--- config.mk ---
export PLATFORM = sky130hd
export DESIGN_NAME = counter_monitor
export DESIGN_NICKNAME = d
export VERILOG_FILES = /design/src/rtl/counter_monitor.sv
export SDC_FILE = /design/constraint.sdc
export NUM_CORES = 1
export LEC_CHECK = 0
export CORE_ASPECT_RATIO = 0.5
export CORE_MARGIN = 2
export CORE_UTILIZATION = 42
export DETAILED_ROUTE_END_ITERATION = 6
export GPL_ROUTABILITY_DRIVEN = 0
export PLACE_DENSITY = 0.64
export SLEW_MARGIN = 0
export SYNTH_ARGS = -nofsm -noshare
export SYNTH_HDL_FRONTEND = slang
export SYNTH_SLANG_ARGS = --single-unit
--- constraint.sdc ---
create_clock -name clk -period 1.8 [get_ports clk]
set_input_delay 0.54 -clock clk [delete_from_list [all_inputs] [get_ports clk]]
set_output_delay 0.54 -clock clk [all_outputs]
set_load 0.005 [all_outputs]
--- src/rtl/counter_monitor.sv ---
// Purpose: on-the-fly checker for an up/down counter; predicts each enabled sample and tracks lock.
// Latency: all flags and expected are registered, valid the cycle after the sampling edge.
// Backpressure: none; en low freezes every piece of state and drops all pulses.
module counter_monitor #(
    parameter int WIDTH      = 8,
    parameter int ERR_W      = 8,
    parameter int LOSS_LIMIT = 3
) (
    input  logic             clk,
    input  logic             rst,
    input  logic             en,
    input  logic             m,
    input  logic [WIDTH-1:0] count,
    output logic             locked,
    output logic             mismatch,
    output logic [ERR_W-1:0] err_count,
    output logic             wrap_up,
    output logic             wrap_down,
    output logic             dir_change,
    output logic [WIDTH-1:0] expected
);

    typedef enum logic [1:0] {
        ACQUIRE  = 2'd0,
        PRE_LOCK = 2'd1,
        LOCKED   = 2'd2
    } state_t;

    localparam logic [WIDTH-1:0] CNT_ONE = {{(WIDTH-1){1'b0}}, 1'b1};
    localparam logic [ERR_W-1:0] ERR_ONE = {{(ERR_W-1){1'b0}}, 1'b1};
    localparam logic [3:0]       LIMIT   = 4'(LOSS_LIMIT);

    state_t           state, state_n;
    logic [3:0]       miss_cnt, miss_n;
    logic [WIDTH-1:0] count_p;
    logic             m_p;
    logic [ERR_W-1:0] err_n;
    logic             mismatch_n, wrap_up_n, wrap_down_n, dir_change_n;
    logic             hit;
    logic [3:0]       miss_inc;

    assign hit      = (count == expected);
    assign miss_inc = miss_cnt + 4'd1;
    assign locked   = (state == LOCKED);

    always_comb begin
        state_n      = state;
        miss_n       = miss_cnt;
        err_n        = err_count;
        mismatch_n   = 1'b0;
        wrap_up_n    = 1'b0;
        wrap_down_n  = 1'b0;
        dir_change_n = 1'b0;
        if (en) begin
            case (state)
                ACQUIRE: begin
                    state_n = PRE_LOCK;
                    miss_n  = 4'd0;
                end
                PRE_LOCK: begin
                    if (hit) state_n = LOCKED;
                end
                LOCKED: begin
                    if (hit) begin
                        miss_n = 4'd0;
                    end else begin
                        mismatch_n = 1'b1;
                        if (err_count != {ERR_W{1'b1}}) err_n = err_count + ERR_ONE;
                        if (miss_inc >= LIMIT) begin
                            state_n = ACQUIRE;
                            miss_n  = 4'd0;
                        end else begin
                            miss_n = miss_inc;
                        end
                    end
                end
                default: begin
                    state_n = ACQUIRE;
                    miss_n  = 4'd0;
                end
            endcase
            // Wrap and direction need a valid previous sample, which ACQUIRE lacks.
            if (state != ACQUIRE) begin
                wrap_up_n    = m_p  && (count_p == {WIDTH{1'b1}}) && (count == {WIDTH{1'b0}});
                wrap_down_n  = !m_p && (count_p == {WIDTH{1'b0}}) && (count == {WIDTH{1'b1}});
                dir_change_n = (m != m_p);
            end
        end
    end

    always_ff @(posedge clk) begin
        if (!rst) begin
            state      <= ACQUIRE;
            miss_cnt   <= 4'd0;
            err_count  <= {ERR_W{1'b0}};
            expected   <= {WIDTH{1'b0}};
            count_p    <= {WIDTH{1'b0}};
            m_p        <= 1'b0;
            mismatch   <= 1'b0;
            wrap_up    <= 1'b0;
            wrap_down  <= 1'b0;
            dir_change <= 1'b0;
        end else begin
            state      <= state_n;
            miss_cnt   <= miss_n;
            err_count  <= err_n;
            mismatch   <= mismatch_n;
            wrap_up    <= wrap_up_n;
            wrap_down  <= wrap_down_n;
            dir_change <= dir_change_n;
            // Re-seed from the observed value so one glitch costs one miss, not a cascade.
            if (en) begin
                expected <= m ? (count + CNT_ONE) : (count - CNT_ONE);
                count_p  <= count;
                m_p      <= m;
            end
        end
    end

endmodule

Word-level counts from Yosys, hierarchy flattened
Index checks and enable logic that the tools add are counted.
{"block": "classes", "add_sub_neg": 4, "magnitude_cmp": 1, "eq_ne": 10, "mux": 9, "bitwise": 2, "n_reduce_logical": 14}
{"operator": "8-bit by 1-bit adder with 8-bit output (second input constant)", "n": 2}
{"operator": "8-bit equality test (second input constant)", "n": 2}
{"operator": "8-bit logical NOT", "n": 2}
{"operator": "8-bit equality test", "n": 1}
{"operator": "4-bit 2-to-1 mux", "n": 2}
{"operator": "8-bit 2-to-1 mux", "n": 1}
{"operator": "8-bit != test (second input constant)", "n": 1}
{"operator": "4-bit case mux with 2 select lines", "n": 1}
{"operator": "4-bit AND reduction", "n": 2}
{"operator": "8-bit by 1-bit subtractor with 8-bit output (second input constant)", "n": 1}
{"operator": "2-bit 2-to-1 mux", "n": 3}
{"operator": "2-bit case mux with 3 select lines", "n": 1}
{"operator": "3-bit AND reduction", "n": 2}
{"operator": "4-bit by 1-bit adder with 4-bit output (second input constant)", "n": 1}
{"operator": "4-bit by 2-bit greater-or-equal comparator with 1-bit output (second input constant)", "n": 1}
{"operator": "1-bit logical AND", "n": 4}
{"operator": "2-bit != test (second input constant)", "n": 2}
{"operator": "2-bit by 1-bit equality test with 1-bit output (second input constant)", "n": 1}
{"operator": "2-bit equality test (second input constant)", "n": 1}
{"operator": "2-bit logical NOT", "n": 1}
{"operator": "2-bit by 1-bit != test with 1-bit output (second input constant)", "n": 1}
{"operator": "1-bit NOT", "n": 2}
{"operator": "2-bit AND reduction", "n": 1}
{"operator": "2-bit nonzero test", "n": 1}
{"operator": "other kinds (3)", "n": 3}
{"block": "word_totals", "regBits": 35, "out_inout_bits": 21, "wordCells": 50}

Depth between registers and ports, before layout
Gate-level depths: netlist (run 1).
{"block": "depth", "ltp_word": 5, "ltp_mapped": 7, "mapped_depth_nobuf": 7}

Worst setup path before layout (run 1)
Ideal clock, no wire load.
{"block": "synth_timing", "path_type": "input -> register", "startpoint": "input m", "endpoint": "register expected[5]", "arrival_time_ns": 1.818, "setup_slack_ns": -0.140, "path_stages": 7, "cell_sequence": "inv_1 ha_1 a211oi_1 nor2_1 o21ai_0 mux2i_1 a311o_1"}
{"block": "synth_via", "elab_chain_cells": 1}
{"element": "start, declared", "line_no": "12", "source": "input logic m,"}
{"element": "8-bit 2-to-1 mux", "line_no": "113", "source": "expected <= m ? (count + CNT_ONE) : (count - CNT_ONE);"}
{"element": "end signal, assigned", "line_no": "96", "source": "expected <= {WIDTH{1'b0}};"}
{"element": "end signal, assigned", "line_no": "113"}
{"element": "end, declared", "line_no": "20", "source": "output logic [WIDTH-1:0] expected"}
No other way between the ends.
A chain may end at the register's enable or synchronous reset.

Final worst setup path (run 1)
Ends and elaborated chain as after synthesis.

==> results of run 1 <==
## routing by layer
metal,vias up,part of all wire,wire (um)
li1,978,-,-
met4,0,0,0
met3,0,0.031,165
met5,-,0,0
met2,28,0.49,2640
met1,941,0.48,2560
## state kept, by name, summed over array words and instances (netlist names)
name,flops
miss_cnt,4
state,2
m_p,1
mismatch,1
err_count,8
wrap_up,1
count_p,8
expected,8
dir_change,1
wrap_down,1
## what timing repair did
action / CTS / global route
pin swaps: 14 / 16
buffers inserted: 5 / 2
resized for setup: 44 / 24
hold buffers: 0 / 0
cloned: 0 / 0
endpoints found under the setup margin: 22 / 17
## power by group through the flow
| stage | clock network, uW | logic (uW) | registers (uW) |
|---|---|---|---|
| after floorplan | 0 | 196 | 847 |
| after global placement | 0 | 387 | 847 |
| after detailed placement | 0 | 396 | 848 |
| after CTS | 601 | 429 | 833 |
| after global routing | 641 | 488 | 838 |
| final | 594 | 454 | 834 |
## logic make-up (layout without fill, tap and decap cells)
logic type,Yosys count,after routing,synth area share
AOI/OAI and AO/OA,39,39,0.136
muxes,14,14,0.0718
and+or+nand+nor,95,95,0.273
DFF,35,35,0.359
buffers and inverters,17,101,0.0340
adders and majority gates,10,10,0.0680
xor gates and xnor gates,13,13,0.0584
## final timing paths
check,end,depth (start not counted),start
max,expected[5]$_SDFFE_PN0P_,9,m
min,wrap_up$_SDFF_PN0_,2,count_p[6]$_SDFFE_PN0P_
max reg2reg,err_count[3]$_SDFFE_PN0P_,6,state[0]$_SDFFE_PN0P_
min reg2reg,wrap_up$_SDFF_PN0_,2,count_p[6]$_SDFFE_PN0P_
## metrics by stage
stage | cell area (um2) | worst slack (ns)
floorplan | 2020 | -0.0710
detailed placement | 2730 | -0.807
finish | 3030 | 0.0184
CTS | 2970 | 0.00217
global route | 3030 | -0.0292
global placement | 2730 | -0.766
## placed cells by master, fill, tap and decap left out, types with 4 or more instances in the layout
master,count
o21ai_0,5
nor2_1,24
buf_4,48
buf_6,7
ha_4,6
nand2b_1,6
nor3_1,5
xor2_1,7
a21oi_1,4
clkdlybuf4s50_1,20
clkbuf_8,6
inv_1,4
nand3_1,7
or3_1,4
dfxtp_1,29
nand4_1,5
mux2i_1,14
nand4b_1,4
nor4_1,4
dfxtp_2,6
nand2_1,14
## final cells by class
class                      instances  area, um2  share of cell area
sequential                        35        708               0.234
timing repair buffer              87        753               0.248
tap                               57       71.3              0.0235
inverter                           7       30.0             0.00991
clock inverter                     1       5.00             0.00165
clock buffer                       6       82.6              0.0272
multi-input combinational        171       1380               0.456
## worst max-delay path, stage by stage
cell,delay (ns)
buf_4,0.10
clkinvlp_4,0.09
buf_12,0.15
ha_4,0.22
a211oi_4,0.23
nor2_4,0.08
o21ai_2,0.17
mux2i_1,0.09
a311o_1,0.27
==> impl_metrics.yaml, run 1 <==
run_status:
  outcome: "completed"
grt:
  grt_pass1_vias: 1831
  grt_overflow: 0
  met1_usage: 0.296
  grtUsageTotal: 0.216
  grt_use_met2: 0.358
  antenna_found_initial: 0
  grt_max_degree: 19
  top_usage_layer: "met2"
  met3_usage: 0.0427
  grt_first_pass_wirelength_um: 8760
clocking:
  clk_pin_slew_ns: 0.07
  clock-sinks: 35
  cts_root_buf: "clkbuf_8"
  htreeDepth: 2
  cts_buffers: 5
  clock_latency_ns: 0.29
  cts_buffer_depth: 2
  cts_tree: "yes"
finish:
  fillerInstances: 371
  area_delta_synth_final_pct: 55.4
  drive_gt1_frac: 0.352
  insertedDiodeCount: 0
  stdcell_count: 364
  fin_util: 0.685
  nets: 329
power_and_ir_drop:
  p_per_area_nw_per_um2: 621
  p_sw_frac: 0.280
  power.total_uw: 1880
  p_comb_frac: 0.241
  peakVddDrop_mv: 0.374
  internal_power_uw: 1360
  power_frac_clock: 0.316
  p_leak_uw: 0.00124
  switching_power_uw: 526
  seq_power_share: 0.443
timing:
  finalCritPeriodShare: 0.990
  clock.fmax_mhz: 561
  setup-tns-final_ns: 0
  layout_min_cycle_time_ns: 1.78
  skew_ns: 0.00369
  tightest_slew_ns: 0.391
  rsz0062_at_grt: "yes"
  hold_ws_ns: 0.491
  setup_violations: 0
  slew_headroom: 0.738
  drv_slew: 0
  hold_viol: 0
floorplanning:
  die_y_um: 52.2
  ios: 33
  initial_core_util: 0.441
  dieArea_um2: 5240
  core_um2: 4420
  die_w_um: 100
  fp-row-count: 17
critical_path:
  arrival_ns: 1.96
  critPathKind: "in2reg"
  reg2reg_slack_ns: 0.13
  worstPathRequired_ns: 1.98
  cp-start-kind: "primary input"
  critPathCaptureType: "flip-flop"
  crit_fanout: 6
synth:
  synth_seq_area_share: 0.359
  async_flop_share: 0
  yosysUniqueCellTypes: 48
  yosys.area.top_type_share: 0.359
  yosysWarnings: 0
  synth_edf_count: 0
  netlist_instances: 223
  ys_top_cells_by_count: "35 x dfxtp_1, 25 x nor2_1, 14 x mux2i_1, 14 x nand2_1, 10 x xor2_1"
  yosys_most_used_dff: "dfxtp_1"
  synth.avg_cell_area_um2: 8.75
  ys_ff_latch: 35
  yosysTopAreaCell: "dfxtp_1"
  synth_area_leaders: "dfxtp_1 36%, mux2i_1 7.2%, ha_1 5.8%"
  synth.most_common_cell: "dfxtp_1"
  synth_nets: 245
  netlist_area_um2: 1950
drt:
  firstDrtPassIters: 4
  ant_nets: 0
  drt_iter0_drc: 42
  vias: 1947
  post_drt_wl_per_cell_um: 14.8
  wl_um: 5370
  drc_errors: 0
  post_drt_via_cell_ratio: 5.35
place:
  portBuffers: 32
  dpl.cell_count: 350
  post-dp-hpwl_um: 3900
run:
  drv_cap: 0
min_path:
  hp-class: "reg2reg"
(Power assumes the default switching activity.)
==> run 2: changes to the inputs <==
Settings changed: CORE_MARGIN 2 to 3, CORE_UTILIZATION 42 to 47, PLACE_DENSITY 0.64 to 0.71.
==> impl_metrics.yaml, run 2 (synthesis results as in run 1) <==
timing:
  drv_slew: 0
  layout_min_cycle_time_ns: 1.80
  tightest_slew_ns: 0.349
  rsz0062_at_grt: "yes"
  clock.fmax_mhz: 555
  fin_ws_ns: -0.00217
  slew_headroom: 0.766
  hold_ws_ns: 0.474
  skew_ns: 0.00904
  hold_viol: 0
  setup-tns-final_ns: -0.00291
  finalCritPeriodShare: 1.00
  setup_violations: 2
drt:
  ant_nets: 0
  wl_um: 5950
  vias: 1990
  post_drt_via_cell_ratio: 5.61
  firstDrtPassIters: 4
  drc_errors: 0
  drt_iter0_drc: 67
  post_drt_wl_per_cell_um: 16.8
grt:
  grtUsageTotal: 0.234
  grt_overflow: 0
  grt_pass1_vias: 1961
  antenna_found_initial: 0
  grt_max_degree: 14
  grt_first_pass_wirelength_um: 9180
run_status:
  outcome: "complete, but fails checks"
  violations: "setup timing"
clocking:
  clock-sinks: 35
  htreeDepth: 2
  cts_root_buf: "clkbuf_8"
  clock_latency_ns: 0.29
  cts_tree: "yes"
  post_cts_hold_buffer_count: 0
  clk_pin_slew_ns: 0.08
  cts_buffers: 5
  cts_buffer_depth: 2
floorplanning:
  die_w_um: 97.1
  initial_core_util: 0.528
  ios: 33
  core_um2: 3700
  dieArea_um2: 5010
  die_y_um: 51.6
  fp-row-count: 15
finish:
  nets: 325
  top_regs: "count_p x8, err_count x8, expected x8"
  fillerInstances: 233
  final_cell_mix: "45 x buf_4, 25 x dfxtp_1, 23 x nor2_1, 21 x clkdlybuf4s50_1"
  insertedDiodeCount: 0
  area_delta_synth_final_pct: 53.4
  drive_gt1_frac: 0.352
  fin_util: 0.809
  final_common_cell: "buf_4"
  finalInstanceArea_um2: 2990
critical_path:
  startpoint: "m"
  crit_fanout: 6
  reg2reg_slack_ns: 0.10
  arrival_ns: 1.98
  reg2reg_from: "miss_cnt[0]$_SDFFE_PN0P_"
  critPathCaptureType: "flip-flop"
  worstPathRequired_ns: 1.98
  crit_path_end: "expected[6]$_SDFFE_PN0P_"
  critPathKind: "in2reg"
  reg2regPathDepth: 7
  rr_endpoint: "miss_cnt[1]$_SDFFE_PN0P_"
  cp-start-kind: "primary input"
min_path:
  hp-class: "reg2reg"
place:
  dpl_cell_area_um2: 2660
  portBuffers: 32
  post-dp-hpwl_um: 3960
power_and_ir_drop:
  power.total_uw: 1870
  p_per_area_nw_per_um2: 626
  peakVddDrop_mv: 0.446
  p_leak_uw: 0.00119
run:
  drv_cap: 0
[run 2: worst max-delay path, stage by stage]
cell        delay (ns)
buf_8             0.08
clkinvlp_4        0.08
buf_12            0.15
ha_4              0.28
nor2b_4           0.16
o21ai_2           0.09
a21oi_2           0.17
mux2i_1           0.09
a311o_1           0.32
[run 2: metal layers]
layer | routed length (um) | vias up | global-route usage
met2 | 2900 | 48 | 0.394
met4 | 128 | 0 | 0.121
li1 | - | 972 | -
met5 | 0 | - | 0
met3 | 253 | 16 | 0.0562
met1 | 2680 | 954 | 0.285
[run 2: stage by stage]
step,worst slack [ns],std cells
6_report,-0.00217,355
5_1_grt,-0.0774,355
4_1_cts,0.00104,348
3_5_place_dp,-0.860,336
3_3_place_gp,-0.763,336
2_1_floorplan,-0.0710,223
[run 2: what timing repair did]
| action | CTS | global route |
|---|---|---|
| setup endpoints to repair | 22 | 15 |
| buffers inserted | 4 | 7 |
| resized for setup | 47 | 25 |
| pin swaps | 11 | 12 |
| endpoints found under the hold margin | 0 | 0 |
[run 2: how the worst min path moves through the flow]
stage	end	slack (ns)	cells after the start	startpoint
floorplan	wrap_up$_SDFF_PN0_	0.44	2	count_p[6]$_SDFFE_PN0P_
global placement	wrap_up$_SDFF_PN0_	0.46	2	count_p[6]$_SDFFE_PN0P_
detailed placement	wrap_up$_SDFF_PN0_	0.47	2	count_p[6]$_SDFFE_PN0P_
CTS	wrap_up$_SDFF_PN0_	0.48	2	count_p[6]$_SDFFE_PN0P_
global route	wrap_up$_SDFF_PN0_	0.49	2	count_p[6]$_SDFFE_PN0P_
finish	wrap_up$_SDFF_PN0_	0.47	2	count_p[6]$_SDFFE_PN0P_
[run 2: area by class of cell]
cell class | count | area [um2] | share of cell area
Inverter | 7 | 33.8 | 0.0113
Clock buffer | 7 | 76.3 | 0.0255
Tap cell | 51 | 63.8 | 0.0213
Sequential cell | 35 | 716 | 0.239
Multi-Input combinational cell | 171 | 1380 | 0.461
Clock inverter | 1 | 5.00 | 0.00167
Timing Repair Buffer | 83 | 717 | 0.240
[run 2: power by group]
group	internal (uW)	total (uW)	switching (uW)
Combinational	249	470	221
Clock	272	565	294
Sequential	806	836	30.4
==> run 3: changes to the inputs <==
Settings changed: PLACE_DENSITY 0.71 to default, PLACE_DENSITY_LB_ADDON from default to 0.15, SKIP_LAST_GASP from default to 1.
==> impl_metrics.yaml, run 3 (synthesis results as in run 1) <==
grt:
  antenna_found_initial: 0
  grtUsageTotal: 0.251
  grt_max_degree: 18
  grt_overflow: 0
  grt_first_pass_wirelength_um: 9750
  grt_pass1_vias: 2084
timing:
  slew_headroom: 0.650
  skew_ns: 0.00607
  layout_min_cycle_time_ns: 1.81
  drv_slew: 0
  finalCritPeriodShare: 1.01
  hold_viol: 0
  setup_violations: 1
  clock.fmax_mhz: 551
  rsz0062_at_grt: "yes"
  tightest_slew_ns: 0.523
  fin_ws_ns: -0.0144
critical_path:
  slowest_delay_ns: 0.35
  critPathKind: "in2reg"
  crit_path_end: "expected[5]$_SDFFE_PN0P_"
  startpoint: "count[5]"
  crit_slowest_cell: "or3_1"
  path_cells: "dlygate4sd2_1, buf_6, ha_1, buf_4, or3_1, mux2i_1, a311o_1"
  arrival_ns: 2.06
  reg2reg_slack_ns: 0.10
  reg2regPathDepth: 5
  rr_endpoint: "err_count[3]$_SDFFE_PN0P_"
  cp-start-kind: "primary input"
  crit_fanout: 4
  critPathCaptureType: "flip-flop"
  worstPathRequired_ns: 2.05
  reg2reg_from: "expected[2]$_SDFFE_PN0P_"
place:
  post-dp-hpwl_um: 3960
  dpl_cell_area_um2: 2690
  dpl.cell_count: 339
  portBuffers: 32
clocking:
  post_cts_hold_buffer_count: 0
  clock_latency_ns: 0.30
  clock-sinks: 35
  cts_buffers: 5
  cts_tree: "yes"
  clk_pin_slew_ns: 0.08
  cts_root_buf: "clkbuf_8"
  htreeDepth: 2
  cts_buffer_depth: 2
finish:
  final_cell_mix: "43 x buf_4, 29 x dfxtp_1, 24 x nor2_1, 21 x clkdlybuf4s50_1, 14 x mux2i_1"
  nets: 323
  area_delta_synth_final_pct: 53.0
  drive_gt1_frac: 0.348
  top_regs: "count_p x8, err_count x8, expected x8"
  finalInstanceArea_um2: 2980
  fin_util: 0.807
  final_common_cell: "buf_4"
  insertedDiodeCount: 0
  stdcell_count: 353
drt:
  post_drt_via_cell_ratio: 5.85
  vias: 2065
  wl_um: 6490
  drc_errors: 0
  drt_iter0_drc: 91
  post_drt_wl_per_cell_um: 18.4
  ant_nets: 0
  firstDrtPassIters: 5
run_status:
  violations: "setup timing"
  outcome: "complete, but fails checks"
floorplanning:
  core_um2: 3700
  die_w_um: 97.1
  dieArea_um2: 5010
  fp-row-count: 15
  ios: 33
  die_y_um: 51.6
  initial_core_util: 0.528
power_and_ir_drop:
  switching_power_uw: 574
  internal_power_uw: 1320
  seq_power_share: 0.443
  peakVddDrop_mv: 0.453
  p_per_area_nw_per_um2: 634
  p_sw_frac: 0.303
  power_frac_clock: 0.307
  p_leak_uw: 0.00118
  p_comb_frac: 0.251
min_path:
  hp-class: "reg2reg"
run:
  drv_cap: 0
## run 3: changes by cell type in the layout (fill, tap and decap cells not counted), moves of 2 or more
cell,previous run,this run
inv_1,3,5
dfxtp_1,25,29
buf_4,45,43
nor2_2,2,0
nor4_1,5,3
dfxtp_2,9,6
## run 3: area by class of cell
cell class | count | area (um2)
clock buffers | 7 | 76.3
clock inverters | 1 | 5.00
fillers | 231 | 713
inverters | 7 | 30.0
multi-input cells | 171 | 1410
flip-flops and latches | 35 | 708
well taps | 51 | 63.8
repair buffers | 81 | 689
## run 3: worst min-delay path by stage
stage,start,cells after the start,endpoint
2_1_floorplan,count_p[6]$_SDFFE_PN0P_,2,wrap_up$_SDFF_PN0_
3_3_place_gp,count_p[6]$_SDFFE_PN0P_,2,wrap_up$_SDFF_PN0_
3_5_place_dp,count_p[6]$_SDFFE_PN0P_,2,wrap_up$_SDFF_PN0_
4_1_cts,count_p[6]$_SDFFE_PN0P_,2,wrap_up$_SDFF_PN0_
5_1_grt,count_p[6]$_SDFFE_PN0P_,2,wrap_up$_SDFF_PN0_
6_report,err_count[5]$_SDFFE_PN0P_,2,err_count[5]$_SDFFE_PN0P_
## run 3: power groups by stage
stage | registers (uW) | clock network, uW | logic, uW
finish | 838 | 580 | 474
global route | 842 | 613 | 503
global placement | 847 | 0 | 372
CTS | 834 | 580 | 423
floorplan | 847 | 0 | 196
detailed placement | 849 | 0 | 385
## run 3: metrics by stage
stage / setup TNS, ns / setup slack [ns] / hold WS [ns] / power, uW
6_report: -0.0144 / -0.0144 / 0.491 / 1890
5_1_grt: -0.187 / -0.0547 / 0.528 / 1960
4_1_cts: -0.0790 / -0.0359 / 0.467 / 1840
3_5_place_dp: -12.11 / -0.856 / 0.456 / 1230
3_3_place_gp: -11.09 / -0.775 / 0.448 / 1220
2_1_floorplan: -0.167 / -0.0710 / 0.436 / 1040
## run 3: per-layer routing
metal,up-vias,part of all wire,global-route usage
met4,0,0.034,0.142
met3,23,0.076,0.0602
met5,-,0,0
li1,965,-,-
met1,982,0.40,0.281
met2,95,0.49,0.453
## run 3: critical path: cells and delay by family
kind | cells | cell delay (ns)
fa+ha+maj | 1 | 0.32
buf+inv | 3 | 0.55
simple gates | 1 | 0.35
mux | 1 | 0.18
compound gates | 1 | 0.13
## run 3: timing repair
action                     CTS  global route
cloned                       0             0
setup endpoints to repair   23            16
resized for setup           40            31
buffers inserted             5             1
pin swaps                   13             8
